<file path="config.mk">
export PLATFORM = sky130hd
export DESIGN_NAME = vga_sync_receiver
export DESIGN_NICKNAME = d
export VERILOG_FILES = /design/src/rtl/vga_pkg.sv /design/src/rtl/vga_sync_edge_det.sv /design/src/rtl/vga_sync_receiver.sv
export SDC_FILE = /design/constraint.sdc
export NUM_CORES = 1
export LEC_CHECK = 0
export CAP_MARGIN = 20
export CORE_MARGIN = 2
export CORE_UTILIZATION = 47
export CTS_CLUSTER_DIAMETER = 50
export DETAILED_ROUTE_END_ITERATION = 6
export PLACE_DENSITY = 0.8
export SYNTH_ARGS = -nofsm -noshare
export SYNTH_HDL_FRONTEND = slang
export SYNTH_HIERARCHICAL = 1
export SYNTH_SLANG_ARGS = --single-unit
</file>
<file path="constraint.sdc">
create_clock -name i_Clk -period 2.3 [get_ports i_Clk]
set_input_delay 0.46 -clock i_Clk [delete_from_list [all_inputs] [get_ports i_Clk]]
set_output_delay 0.46 -clock i_Clk [all_outputs]
set_load 0.005 [all_outputs]
</file>
<file path="src/rtl/vga_pkg.sv">
// Shared types, default timing and width helper for the VGA sync receiver.
package vga_pkg;

  typedef enum logic [1:0] {
    UNLOCKED = 2'd0,
    CHECK    = 2'd1,
    LOCKED   = 2'd2
  } vga_rx_state_t;

  localparam int VGA_TOTAL_COLS  = 800;
  localparam int VGA_TOTAL_ROWS  = 525;
  localparam int VGA_ACTIVE_COLS = 640;
  localparam int VGA_ACTIVE_ROWS = 480;

  function automatic int vga_width(input int n);
    return (n > 1) ? $clog2(n) : 1;
  endfunction

endpackage

</file>
<file path="src/rtl/vga_sync_edge_det.sv">
// Rise/fall detector for one sync input; the previous-value flop resets high so an
// input already asserted at reset release does not register as a rise.
module vga_sync_edge_det (
  input  logic i_Clk,
  input  logic i_Rst_L,
  input  logic i_Sync,
  output logic o_Rise,
  output logic o_Fall
);

  logic prev_q;
  logic prev_d;

  always_comb prev_d = i_Sync;

  always_ff @(posedge i_Clk or negedge i_Rst_L) begin
    if (!i_Rst_L) prev_q <= 1'b1;
    else          prev_q <= prev_d;
  end

  assign o_Rise = i_Sync & ~prev_q;
  assign o_Fall = ~i_Sync & prev_q;

endmodule

</file>
<file path="src/rtl/vga_sync_receiver.sv">
// Flywheel receiver recovering column/row, active video and lock from region-style syncs.
// Define VGA_RX_MEASURE_EN to build the free-running line/frame length measurement.
//
//   state    | meaning
//   UNLOCKED | no timing reference yet; counters free-run, no checks
//   CHECK    | aligned on a v_rise, counting clean frames toward lock
//   LOCKED   | timing confirmed; o_Active enabled, wrap without h_rise is an error
module vga_sync_receiver
  import vga_pkg::*;
#(
  parameter int  TOTAL_COLS  = VGA_TOTAL_COLS,
  parameter int  TOTAL_ROWS  = VGA_TOTAL_ROWS,
  parameter int  ACTIVE_COLS = VGA_ACTIVE_COLS,
  parameter int  ACTIVE_ROWS = VGA_ACTIVE_ROWS,
  parameter int  LOCK_FRAMES = 2,
  localparam int CW          = vga_width(TOTAL_COLS),
  localparam int RW          = vga_width(TOTAL_ROWS)
) (
  input  logic          i_Clk,
  input  logic          i_Rst_L,
  input  logic          i_HSync,
  input  logic          i_VSync,
  output logic [CW-1:0] o_Col_Count,
  output logic [RW-1:0] o_Row_Count,
  output logic          o_Active,
  output logic          o_Frame_Start,
  output logic          o_Locked,
  output logic          o_Sync_Err,
  output logic [7:0]    o_Err_Count,
  output logic [CW:0]   o_Meas_Cols,
  output logic [RW:0]   o_Meas_Rows
);

  localparam int GW = vga_width(LOCK_FRAMES);
  localparam logic [CW-1:0] COL_LAST = CW'(TOTAL_COLS - 1);
  localparam logic [RW-1:0] ROW_LAST = RW'(TOTAL_ROWS - 1);
  localparam logic [GW-1:0] GOOD_LAST = GW'(LOCK_FRAMES - 1);

  logic h_rise, v_rise, h_fall_unused, v_fall_unused;

  vga_sync_edge_det u_h_edge (
    .i_Clk   (i_Clk),
    .i_Rst_L (i_Rst_L),
    .i_Sync  (i_HSync),
    .o_Rise  (h_rise),
    .o_Fall  (h_fall_unused)
  );

  vga_sync_edge_det u_v_edge (
    .i_Clk   (i_Clk),
    .i_Rst_L (i_Rst_L),
    .i_Sync  (i_VSync),
    .o_Rise  (v_rise),
    .o_Fall  (v_fall_unused)
  );

  vga_rx_state_t state_q, state_d;
  logic [CW-1:0] col_q, col_d;
  logic [RW-1:0] row_q, row_d;
  logic [GW-1:0] good_q, good_d;
  logic [7:0]    err_cnt_q, err_cnt_d;
  logic          sync_err_q, sync_err_d;
  logic          frame_start_q, frame_start_d;

  logic col_last, row_last, violation;

  assign col_last = (col_q == COL_LAST);
  assign row_last = (row_q == ROW_LAST);

  // v_rise is only legal together with h_rise at the very last pixel of the frame.
  always_comb begin
    violation = 1'b0;
    if (state_q != UNLOCKED) begin
      if (h_rise && !col_last) violation = 1'b1;
      if (v_rise && !(col_last && row_last && h_rise)) violation = 1'b1;
      if (state_q == LOCKED && col_last && !h_rise) violation = 1'b1;
    end
  end

  always_comb begin
    col_d = col_q;
    row_d = row_q;
    if (v_rise) begin
      col_d = '0;
      row_d = '0;
    end else if (h_rise || col_last) begin
      col_d = '0;
      row_d = row_last ? '0 : row_q + 1'b1;
    end else begin
      col_d = col_q + 1'b1;
    end
  end

  always_comb begin
    state_d       = state_q;
    good_d        = good_q;
    sync_err_d    = violation;
    frame_start_d = v_rise;
    err_cnt_d     = (violation && err_cnt_q != 8'hFF) ? err_cnt_q + 8'd1 : err_cnt_q;
    case (state_q)
      UNLOCKED: begin
        if (v_rise) begin
          state_d = CHECK;
          good_d  = '0;
        end
      end
      CHECK: begin
        if (violation) begin
          state_d = UNLOCKED;
        end else if (v_rise) begin
          if (good_q == GOOD_LAST) state_d = LOCKED;
          else                     good_d  = good_q + 1'b1;
        end
      end
      LOCKED: begin
        if (violation) state_d = UNLOCKED;
      end
      default: state_d = UNLOCKED;
    endcase
  end

  always_ff @(posedge i_Clk or negedge i_Rst_L) begin
    if (!i_Rst_L) begin
      state_q       <= UNLOCKED;
      col_q         <= '0;
      row_q         <= '0;
      good_q        <= '0;
      err_cnt_q     <= '0;
      sync_err_q    <= 1'b0;
      frame_start_q <= 1'b0;
    end else begin
      state_q       <= state_d;
      col_q         <= col_d;
      row_q         <= row_d;
      good_q        <= good_d;
      err_cnt_q     <= err_cnt_d;
      sync_err_q    <= sync_err_d;
      frame_start_q <= frame_start_d;
    end
  end

  assign o_Col_Count   = col_q;
  assign o_Row_Count   = row_q;
  assign o_Locked      = (state_q == LOCKED);
  assign o_Active      = o_Locked && (col_q < CW'(ACTIVE_COLS)) && (row_q < RW'(ACTIVE_ROWS));
  assign o_Frame_Start = frame_start_q;
  assign o_Sync_Err    = sync_err_q;
  assign o_Err_Count   = err_cnt_q;

`ifdef VGA_RX_MEASURE_EN
  logic [CW:0] line_len_q, line_len_d, meas_cols_q, meas_cols_d;
  logic [RW:0] frame_len_q, frame_len_d, meas_rows_q, meas_rows_d;

  // The h_rise coincident with v_rise is the first line of the new frame.
  always_comb begin
    line_len_d  = (&line_len_q) ? line_len_q : line_len_q + 1'b1;
    meas_cols_d = meas_cols_q;
    if (h_rise) begin
      meas_cols_d = line_len_q;
      line_len_d  = (CW+1)'(1);
    end
    frame_len_d = frame_len_q;
    meas_rows_d = meas_rows_q;
    if (v_rise) begin
      meas_rows_d = frame_len_q;
      frame_len_d = {{RW{1'b0}}, h_rise};
    end else if (h_rise && !(&frame_len_q)) begin
      frame_len_d = frame_len_q + 1'b1;
    end
  end

  always_ff @(posedge i_Clk or negedge i_Rst_L) begin
    if (!i_Rst_L) begin
      line_len_q  <= '0;
      meas_cols_q <= '0;
      frame_len_q <= '0;
      meas_rows_q <= '0;
    end else begin
      line_len_q  <= line_len_d;
      meas_cols_q <= meas_cols_d;
      frame_len_q <= frame_len_d;
      meas_rows_q <= meas_rows_d;
    end
  end

  assign o_Meas_Cols = meas_cols_q;
  assign o_Meas_Rows = meas_rows_q;
`else
  assign o_Meas_Cols = '0;
  assign o_Meas_Rows = '0;
`endif

endmodule

</file>
### After elaboration in Yosys (flattened, before gate mapping)

Index checks and enable logic that the tools add are counted.

| word-level totals | value |
|---|---|
| flip-flop bits (word level) | 35 |
| bits of input ports | 4 |
| word-level logic and storage cells | 69 |

| cells by class | value |
|---|---|
| add/sub/neg operators | 4 |
| magnitude comparators | 2 |
| equality and inequality tests | 11 |
| multiplexer cells | 20 |
| bitwise logic cells | 4 |
| reduce and logical (&&, ||, !) cells | 19 |

Operators with widths:

| kind | count |
|---|---|
| 2-to-1 mux 10 bit | 5 |
| adder 10 x 1 -> 10 bit (second input constant) | 2 |
| equality test 10 bit (second input constant) | 2 |
| less-than comparator 10 bit (second input constant) | 1 |
| less-than comparator 10 x 9 -> 1 bit (second input constant) | 1 |
| 2-to-1 mux 2 bit | 5 |
| logical AND 1 bit | 9 |
| adder 8 x 1 -> 8 bit (second input constant) | 1 |
| 2-to-1 mux 1 bit | 8 |
| inequality test 8 bit (second input constant) | 1 |
| AND reduction 4 bit | 2 |
| inequality test 2 bit (second input constant) | 3 |
| inequality test 3 bit (second input constant) | 2 |
| case mux 2 bit (3 select lines) | 1 |
| nonzero test 2 bit | 3 |
| zero test 1 bit | 3 |
| AND 1 bit | 2 |
| equality test 2 x 1 -> 1 bit (second input constant) | 1 |
| equality test 2 bit (second input constant) | 1 |
| zero test 2 bit | 1 |
| inequality test 2 x 1 -> 1 bit (second input constant) | 1 |
| inverter 1 bit | 2 |
| case mux 1 bit (2 select lines) | 1 |
| adder 1 bit (second input constant) | 1 |
| logical OR 1 bit | 1 |

### Depth between registers and ports, before layout

Gate-level depths: netlist of run 1.

| logic depth | value |
|---|---|
| word-level depth | 10 |
| mapped depth | 7 |

### Modules after synthesis

Netlist of run 1, hierarchy kept.

By module, submodules not included:

| module | times used | cells an instance | area each (um2) | seq. area each (um2) |
|---|---|---|---|---|
| vga_sync_receiver | 1 | 198 | 1,846.8 | 825.8 |
| vga_sync_edge_det | 2 | 3 | 41.3 | 26.3 |

### Worst setup path before layout of run 1

No wires, ideal clock.

| path | value |
|---|---|
| path type | input port to flip-flop |
| start | in i_HSync |
| end | reg err_cnt_q[1], in the netlist o_Err_Count[1] |
| setup time | 125 ps |
| arrival time | 1,992 ps |
| data required time | 2,175 ps |
| slack | 183 ps |
| cell stages on the path | 5 |
| path through | nor2b_1 inv_1 o41a_1 o31ai_4 mux2_4 |

| between the ends | value |
|---|---|
| word-level cells in the longest chain between the ends | 8 |
| elaborated cells between the ends (all ways) | 12 |
| classes of those cells | 4 x mux; 1 x bitwise; 7 x reduce/logical |

Ends and longest elaborated chain:

| element | line | source |
|---|---|---|
| from (decl) | vga_sync_receiver.sv:21 | `input logic i_HSync,` |
| AND 1 bit * | vga_sync_edge_det.sv:21 | `assign o_Rise = i_Sync & ~prev_q;` |
| logical AND 1 bit | vga_sync_receiver.sv:75 | `if (v_rise && !(col_last && row_last && h_rise)) violation = 1'b1;` |
| zero test 1 bit | vga_sync_receiver.sv:75 |  |
| logical AND 1 bit | vga_sync_receiver.sv:75 |  |
| 2-to-1 mux 1 bit | vga_sync_receiver.sv:75 |  |
| 2-to-1 mux 1 bit * | vga_sync_receiver.sv:76 | `if (state_q == LOCKED && col_last && !h_rise) violation = 1'b1;` |
| 2-to-1 mux 1 bit * | vga_sync_receiver.sv:73 | `if (state_q != UNLOCKED) begin` |
| logical AND 1 bit * | vga_sync_receiver.sv:99 | `err_cnt_d = (violation && err_cnt_q != 8'hFF) ? err_cnt_q + 8'd1 : err_cnt_q;` |
| to (signal assigned) | vga_sync_receiver.sv:136 | `err_cnt_q <= err_cnt_d;` |
| to (decl) | vga_sync_receiver.sv:61 | `logic [7:0] err_cnt_q, err_cnt_d;` |

Mark *: on every way between the ends. The rest lies on a longest branch, timed or not.
A chain may end at the register's enable or synchronous reset.

### Worst setup path after layout of run 1

| path | value |
|---|---|
| start | in i_HSync |
| end | reg err_cnt_q[5], in the netlist o_Err_Count[5] |

| between the ends | value |
|---|---|
| word-level cells in the longest chain between the ends | 8 |
| elaborated cells between the ends (all ways) | 12 |
| classes of those cells | 4 x mux; 1 x bitwise; 7 x reduce/logical |

Ends and longest elaborated chain:

| element | line | source |
|---|---|---|
| AND 1 bit * | vga_sync_edge_det.sv:21 |  |
| via h_rise | vga_sync_receiver.sv:39 | `logic h_rise, v_rise, h_fall_unused, v_fall_unused;` |
| logical AND 1 bit | vga_sync_receiver.sv:75 |  |
| zero test 1 bit | vga_sync_receiver.sv:75 |  |
| logical AND 1 bit | vga_sync_receiver.sv:75 |  |
| 2-to-1 mux 1 bit | vga_sync_receiver.sv:75 |  |
| 2-to-1 mux 1 bit * | vga_sync_receiver.sv:76 |  |
| 2-to-1 mux 1 bit * | vga_sync_receiver.sv:73 |  |
| logical AND 1 bit * | vga_sync_receiver.sv:99 |  |

Mark *: on every way through the listed nets, which the timed path passes. The rest lies on a longest branch.

==> qor.yml, run 1 <==
dp_hpwl_mm: 2.760
postSynthCellCount: 202
timing.rr.end: "o_Err_Count[5]"
hp-class: "reg -> reg"
area_growth_syn_to_layout_pct: 28.86
switching_power_mw: 0.5175
clk_latency_ns: 0.29
critPathLaunchType: "input pin"
fill_cells: 356
crit_fanout: 7
finalSetupTns_ns: 0
grt_pass1_wl_mm: 6.210
power_density_mw_per_mm2: 688.1
grt_max_degree: 36
power_frac_seq_pct: 48.7
core-area_mm2: 0.003971
worst_r2r_startpoint: "o_Row_Count[1]"
htree_levels: 2
path_class: "in -> reg"
wire_per_inst_um: 12.57
io_pins: 58
drc_errors: 0
vias: 1593
combPwrFrac_pct: 25.8
yosys_warnings: 6
clkTransAtPathRegs_ns: 0.07
cap_violations: 0
antenna_cells: 0
avgSynthCellArea_um2: 9.465
cts_made_buffers: 5
r2r_cells: 8
hp-start: "o_Err_Count[6]"
gp_congestion: 0.8137
drive_above_1_share_pct: 13.13
rsz0062_at_grt: "false"
initial_core_util_pct: 48.14
fin_crit_sh_pct: 92.89
sw_frac_of_total_pct: 30.53
seq_area_um2: 879.6
peakVddDrop_v: 0.0004048
wl_mm: 3.883
rows: 23
firstDrtPassIters: 4
drtIter0Drc: 86
die_w_um: 67.78
io_buffers: 35
drv_slew: 0
power_frac_clock_pct: 25.4
grt_pass1_vias: 1349
cts_tree: "built"
clockBufferDepth: 2
r2r_slack_ns: 0.19
whs_endpoint: "o_Err_Count[6]"
p_int_mw: 1.178
via_per_inst: 5.155
cts-hold-fix-buffers: 0
multiInputGateArea_um2: 920.9
dieArea_mm2: 0.004594
final-setup-viol-count: 0
utilization_pct: 62.04
hold_violations: 0
min_path_cells: 1
grt.total_usage_pct: 18.63
gr-total-overflow: 0
ant_nets: 0
cp.required_ns: 2.47
fin_nets: 266
crit_arrival_ns: 2.31
syn-cell-area_mm2: 0.001912
leakagePower_nw: 1.127
finalCriticalPeriod_ns: 2.136
clock.fmax_mhz: 468.1
cts_root_buf: "clkbuf_8"
fp.dieH_um: 67.78
skew_ns: 0.002693
antenna_found_initial: 0
clock_sinks: 35
run_status: "finished, final reports clean"
crit_path_end_kind: "flop"
==> stage by stage <==
step | total power, mW | setup WS, ns | cell area (um2) | instances | hold WS (ns)
final | 1.695 | 0.1636 | 2464 | 309 | 0.4951
after global routing | 1.802 | 0.05854 | 2464 | 309 | 0.5367
after CTS | 1.708 | 0.03270 | 2452 | 308 | 0.5048
after detailed placement | 1.270 | -0.1580 | 2364 | 300 | 0.4955
after global placement | 1.255 | -0.1396 | 2364 | 300 | 0.4845
after floorplan | 1.033 | 0.1827 | 1991 | 223 | 0.1644
==> power by group through the flow <==
stage                     Combinational, mW  Clock, mW  Sequential, mW
after floorplan                       0.210          0           0.823
after global placement                0.421          0           0.834
after detailed placement              0.432          0           0.839
after CTS                             0.436      0.443           0.828
after global routing                  0.487      0.472           0.843
final                                 0.438      0.431           0.826
==> cell usage in the layout, fill, tap and decap left out, types with 5 or more instances in the layout <==
master / count
clkbuf_8: 5
dfrtp_1: 32
a21oi_1: 6
nor2_1: 23
nand3_1: 10
xor2_1: 11
nand2_1: 18
o21ai_0: 17
inv_1: 7
buf_4: 16
clkdlybuf4s50_1: 34
conb_1: 22
==> how the worst max path moves through the flow <==
stage | start | endpoint | cells after the start
final | i_HSync | o_Err_Count[5] | 8
after global routing | i_HSync | o_Err_Count[6] | 8
after global placement | i_HSync | o_Err_Count[7] | 8
after CTS | o_Col_Count[7] | o_Active | 4
after detailed placement | i_HSync | o_Err_Count[5] | 8
after floorplan | i_HSync | o_Err_Count[1] | 5
==> flip-flops by register name (all words and copies together), names as in the netlist <==
name	flops
good_q	1
o_Col_Count	10
o_Err_Count	8
o_Frame_Start	1
o_Row_Count	10
o_Sync_Err	1
state_q	2
u_h_edge/prev_q	1
u_v_edge/prev_q	1
==> critical path, stage by stage <==
cell and delay [ns]:
clkdlybuf4s50_1 0.47, nor2b_1 0.16, inv_1 0.07, o41a_1 0.47, o31ai_4 0.28, buf_4 0.19
nor3_1 0.06, xor2_1 0.13
==> cell type report <==
cell class                 instances  area share (%)
clock buffer                       7           3.098
multi-input combinational        157           37.38
clock inverter                     1          0.2031
sequential                        35           35.70
timing repair buffer              52           20.01
inverter                           7           1.067
tap                               50           2.539
==> per-layer routing <==
| metal | up-vias | share of wire (%) | global-route usage [%] |
|---|---|---|---|
| li1 | 773 | - | - |
| met3 | 10 | 5.7 | 6.000 |
| met1 | 765 | 45 | 24.18 |
| met4 | 0 | 2.7 | 10.25 |
| met2 | 45 | 46 | 27.45 |
| met5 | - | 0 | 0 |
==> what timing repair did <==
action | 4_1_cts | 5_1_grt
gates resized for setup | 1 | 3
setup buffers | 0 | 1
hold endpoints to repair | 0 | 0
setup endpoints to repair | 1 | 1
cloned | 0 | 0
Power figures use the tool's default switching activity.
==> run 2, diff against run 1 <==
Settings changed: CORE_ASPECT_RATIO set to 0.7.
==> run 2 against run 1 <==
Net effect: clock skew increased by 0.0016 ns; cell count unchanged; clock-buffer cell count unchanged; via count decreased by 0.44%; wire length increased by 2.8%; register-to-register slack improved by 0.07 ns; power decreased by 0.73%; first-iteration DRC count decreased by 2.3%; critical path type is now reg -> out; die area increased by 0.17%.
==> qor.yml, run 2 (same netlist as run 1, synthesis figures left out) <==
drtIter0Drc: 84
die_w_um: 80.23
vias: 1586
power_frac_seq_pct: 49.1
hold_violations: 0
path_class: "reg -> out"
crit_arrival_ns: 1.72
cts_tree: "built"
layout_common_cells: "clkdlybuf4s50_1 (35), dfrtp_1 (32), nor2_1 (22), conb_1 (22), nand2_1 (18)"
via_per_inst: 5.133
cp.required_ns: 1.84
dieArea_mm2: 0.004602
io_buffers: 35
antenna_cells: 0
grt_max_degree: 36
clock_sinks: 35
peakVddDrop_v: 0.0005628
dp_hpwl_mm: 2.851
crit_path_end_kind: "primary output"
sw_frac_of_total_pct: 30.23
clockBufferDepth: 2
drv_slew: 0
firstDrtPassIters: 4
relSlewSlack_pct: 66.39
rows: 19
final.setup.worst_slack_ns: 0.1208
rsz0062_at_grt: "false"
cp_cell_sequence: "nand2b_1 -> nor2_2 -> nand2_1 -> a41oi_1 -> clkdlybuf4s50_1"
power_frac_clock_pct: 24.7
htree_levels: 2
wire_per_inst_um: 12.92
critPathTopFamily: "buffers and inverters"
drc_errors: 0
drive_above_1_share_pct: 12.45
utilization_pct: 62.14
fp.dieH_um: 57.36
critPathSlowestCell: "clkdlybuf4s50_1"
hp-class: "reg -> reg"
final-setup-viol-count: 0
mostFrequentLayoutCell: "clkdlybuf4s50_1"
crit_fanout: 3
initial_core_util_pct: 48.74
p_int_mw: 1.174
finalCriticalPeriod_ns: 2.179
final_cells: 309
critPathLaunchType: "flop"
skew_ns: 0.004249
cap_violations: 0
grt_pass1_vias: 1524
clock.fmax_mhz: 458.9
dp.cells: 301
antenna_found_initial: 0
cts_made_buffers: 5
cp_num_buf_inv: 1
gr-total-overflow: 0
fin_nets: 265
io_pins: 58
fin_total_pwr_mw: 1.683
wl_mm: 3.992
grt_pass1_wl_mm: 6.824
switching_power_mw: 0.5088
ant_nets: 0
grt.total_usage_pct: 19.07
dp_slack_ns: -0.1816
fin_crit_sh_pct: 94.75
core-area_mm2: 0.003923
tightest_slew_ns: 0.4971
run_status: "finished, final reports clean"
fill_cells: 337
gp_congestion: 0.8123
leakagePower_nw: 1.091
clk_latency_ns: 0.28
clkTransAtPathRegs_ns: 0.07
combPwrFrac_pct: 26.2
r2r_slack_ns: 0.26
cts_root_buf: "clkbuf_8"
max_stage_delay_ns: 0.52
power_density_mw_per_mm2: 690.4
area_growth_syn_to_layout_pct: 27.49
-- run 2: changes by cell type in the layout (fill, tap and decap cells not counted) --
| cell | previous run | this run |
|---|---|---|
| buf_12 | 1 | 0 |
| clkinv_2 | 1 | 0 |
| nand2b_1 | 0 | 1 |
| nand2b_4 | 1 | 0 |
| nor2_1 | 23 | 22 |
| dlymetal6s2s_1 | 1 | 0 |
| nor2_2 | 0 | 1 |
| buf_4 | 16 | 15 |
| clkdlybuf4s50_1 | 34 | 35 |
| buf_6 | 0 | 1 |
-- run 2: cell type report --
| class | instances | area, um2 | area share [%] |
|---|---|---|---|
| clock buffer | 7 | 76.32 | 3.131 |
| timing repair buffer | 51 | 474.2 | 19.46 |
| sequential | 35 | 879.6 | 36.09 |
| inverter | 7 | 26.28 | 1.078 |
| tap | 52 | 65.06 | 2.669 |
| multi-input combinational | 157 | 915.9 | 37.58 |
-- run 2: through the flow --
stage / hold WS [ns] / instance area, um2 / TNS [ns]
after CTS: 0.5006 / 2422 / 0
after detailed placement: 0.4913 / 2346 / -1.182
after global routing: 0.5299 / 2437 / 0
after global placement: 0.4852 / 2346 / -0.9782
final: 0.4899 / 2437 / 0
after floorplan: 0.1644 / 1991 / 0
-- run 2: final timing paths --
kind | cells after the start | startpoint | endpoint
worst max-delay path | 5 | state_q[0] | o_Active
worst min-delay path | 1 | o_Err_Count[6] | o_Err_Count[6]
worst max register to register | 8 | o_Row_Count[1] | o_Err_Count[7]
worst min register to register | 1 | o_Err_Count[6] | o_Err_Count[6]
max in group asynchronous | 2 | i_Rst_L | u_v_edge/prev_q
min in group asynchronous | 2 | i_Rst_L | o_Err_Count[3]
-- run 2: routing by layer --
metal  track usage, %  up-vias  part of all wire [%]  wire, um
met5                0        -                     0         0
met4            6.538        0                  0.33        13
met3            5.063        2                   5.1       205
met2            29.17       49                    45      1803
met1            26.51      758                    49      1970
li1                 -      777                     -         -
-- run 2: power groups by stage --
stage          clock (mW)  combinational (mW)  sequential, mW
2_1_floorplan           0               0.210           0.823
3_3_place_gp            0               0.422           0.833
3_5_place_dp            0               0.433           0.839
4_1_cts             0.424               0.437           0.829
5_1_grt             0.457               0.497           0.843
6_report            0.415               0.441           0.827
-- run 2: worst reg2reg max path, delay by kind of cell (launching register included) --
family	cells	cell delay, ns
AOI/OAI and AO/OA	2	0.68
xor gates and xnor gates	1	0.15
adders and majority gates	1	0.15
buffers and inverters	2	0.27
DFF	1	0.45
and+or+nand+nor	2	0.21
-- run 2: timing repair --
item / in CTS / in global routing
hold buffers: 0 / 0
gates resized for setup: 0 / 4
buffers inserted: 0 / 1
endpoints found under the setup margin: 0 / 8
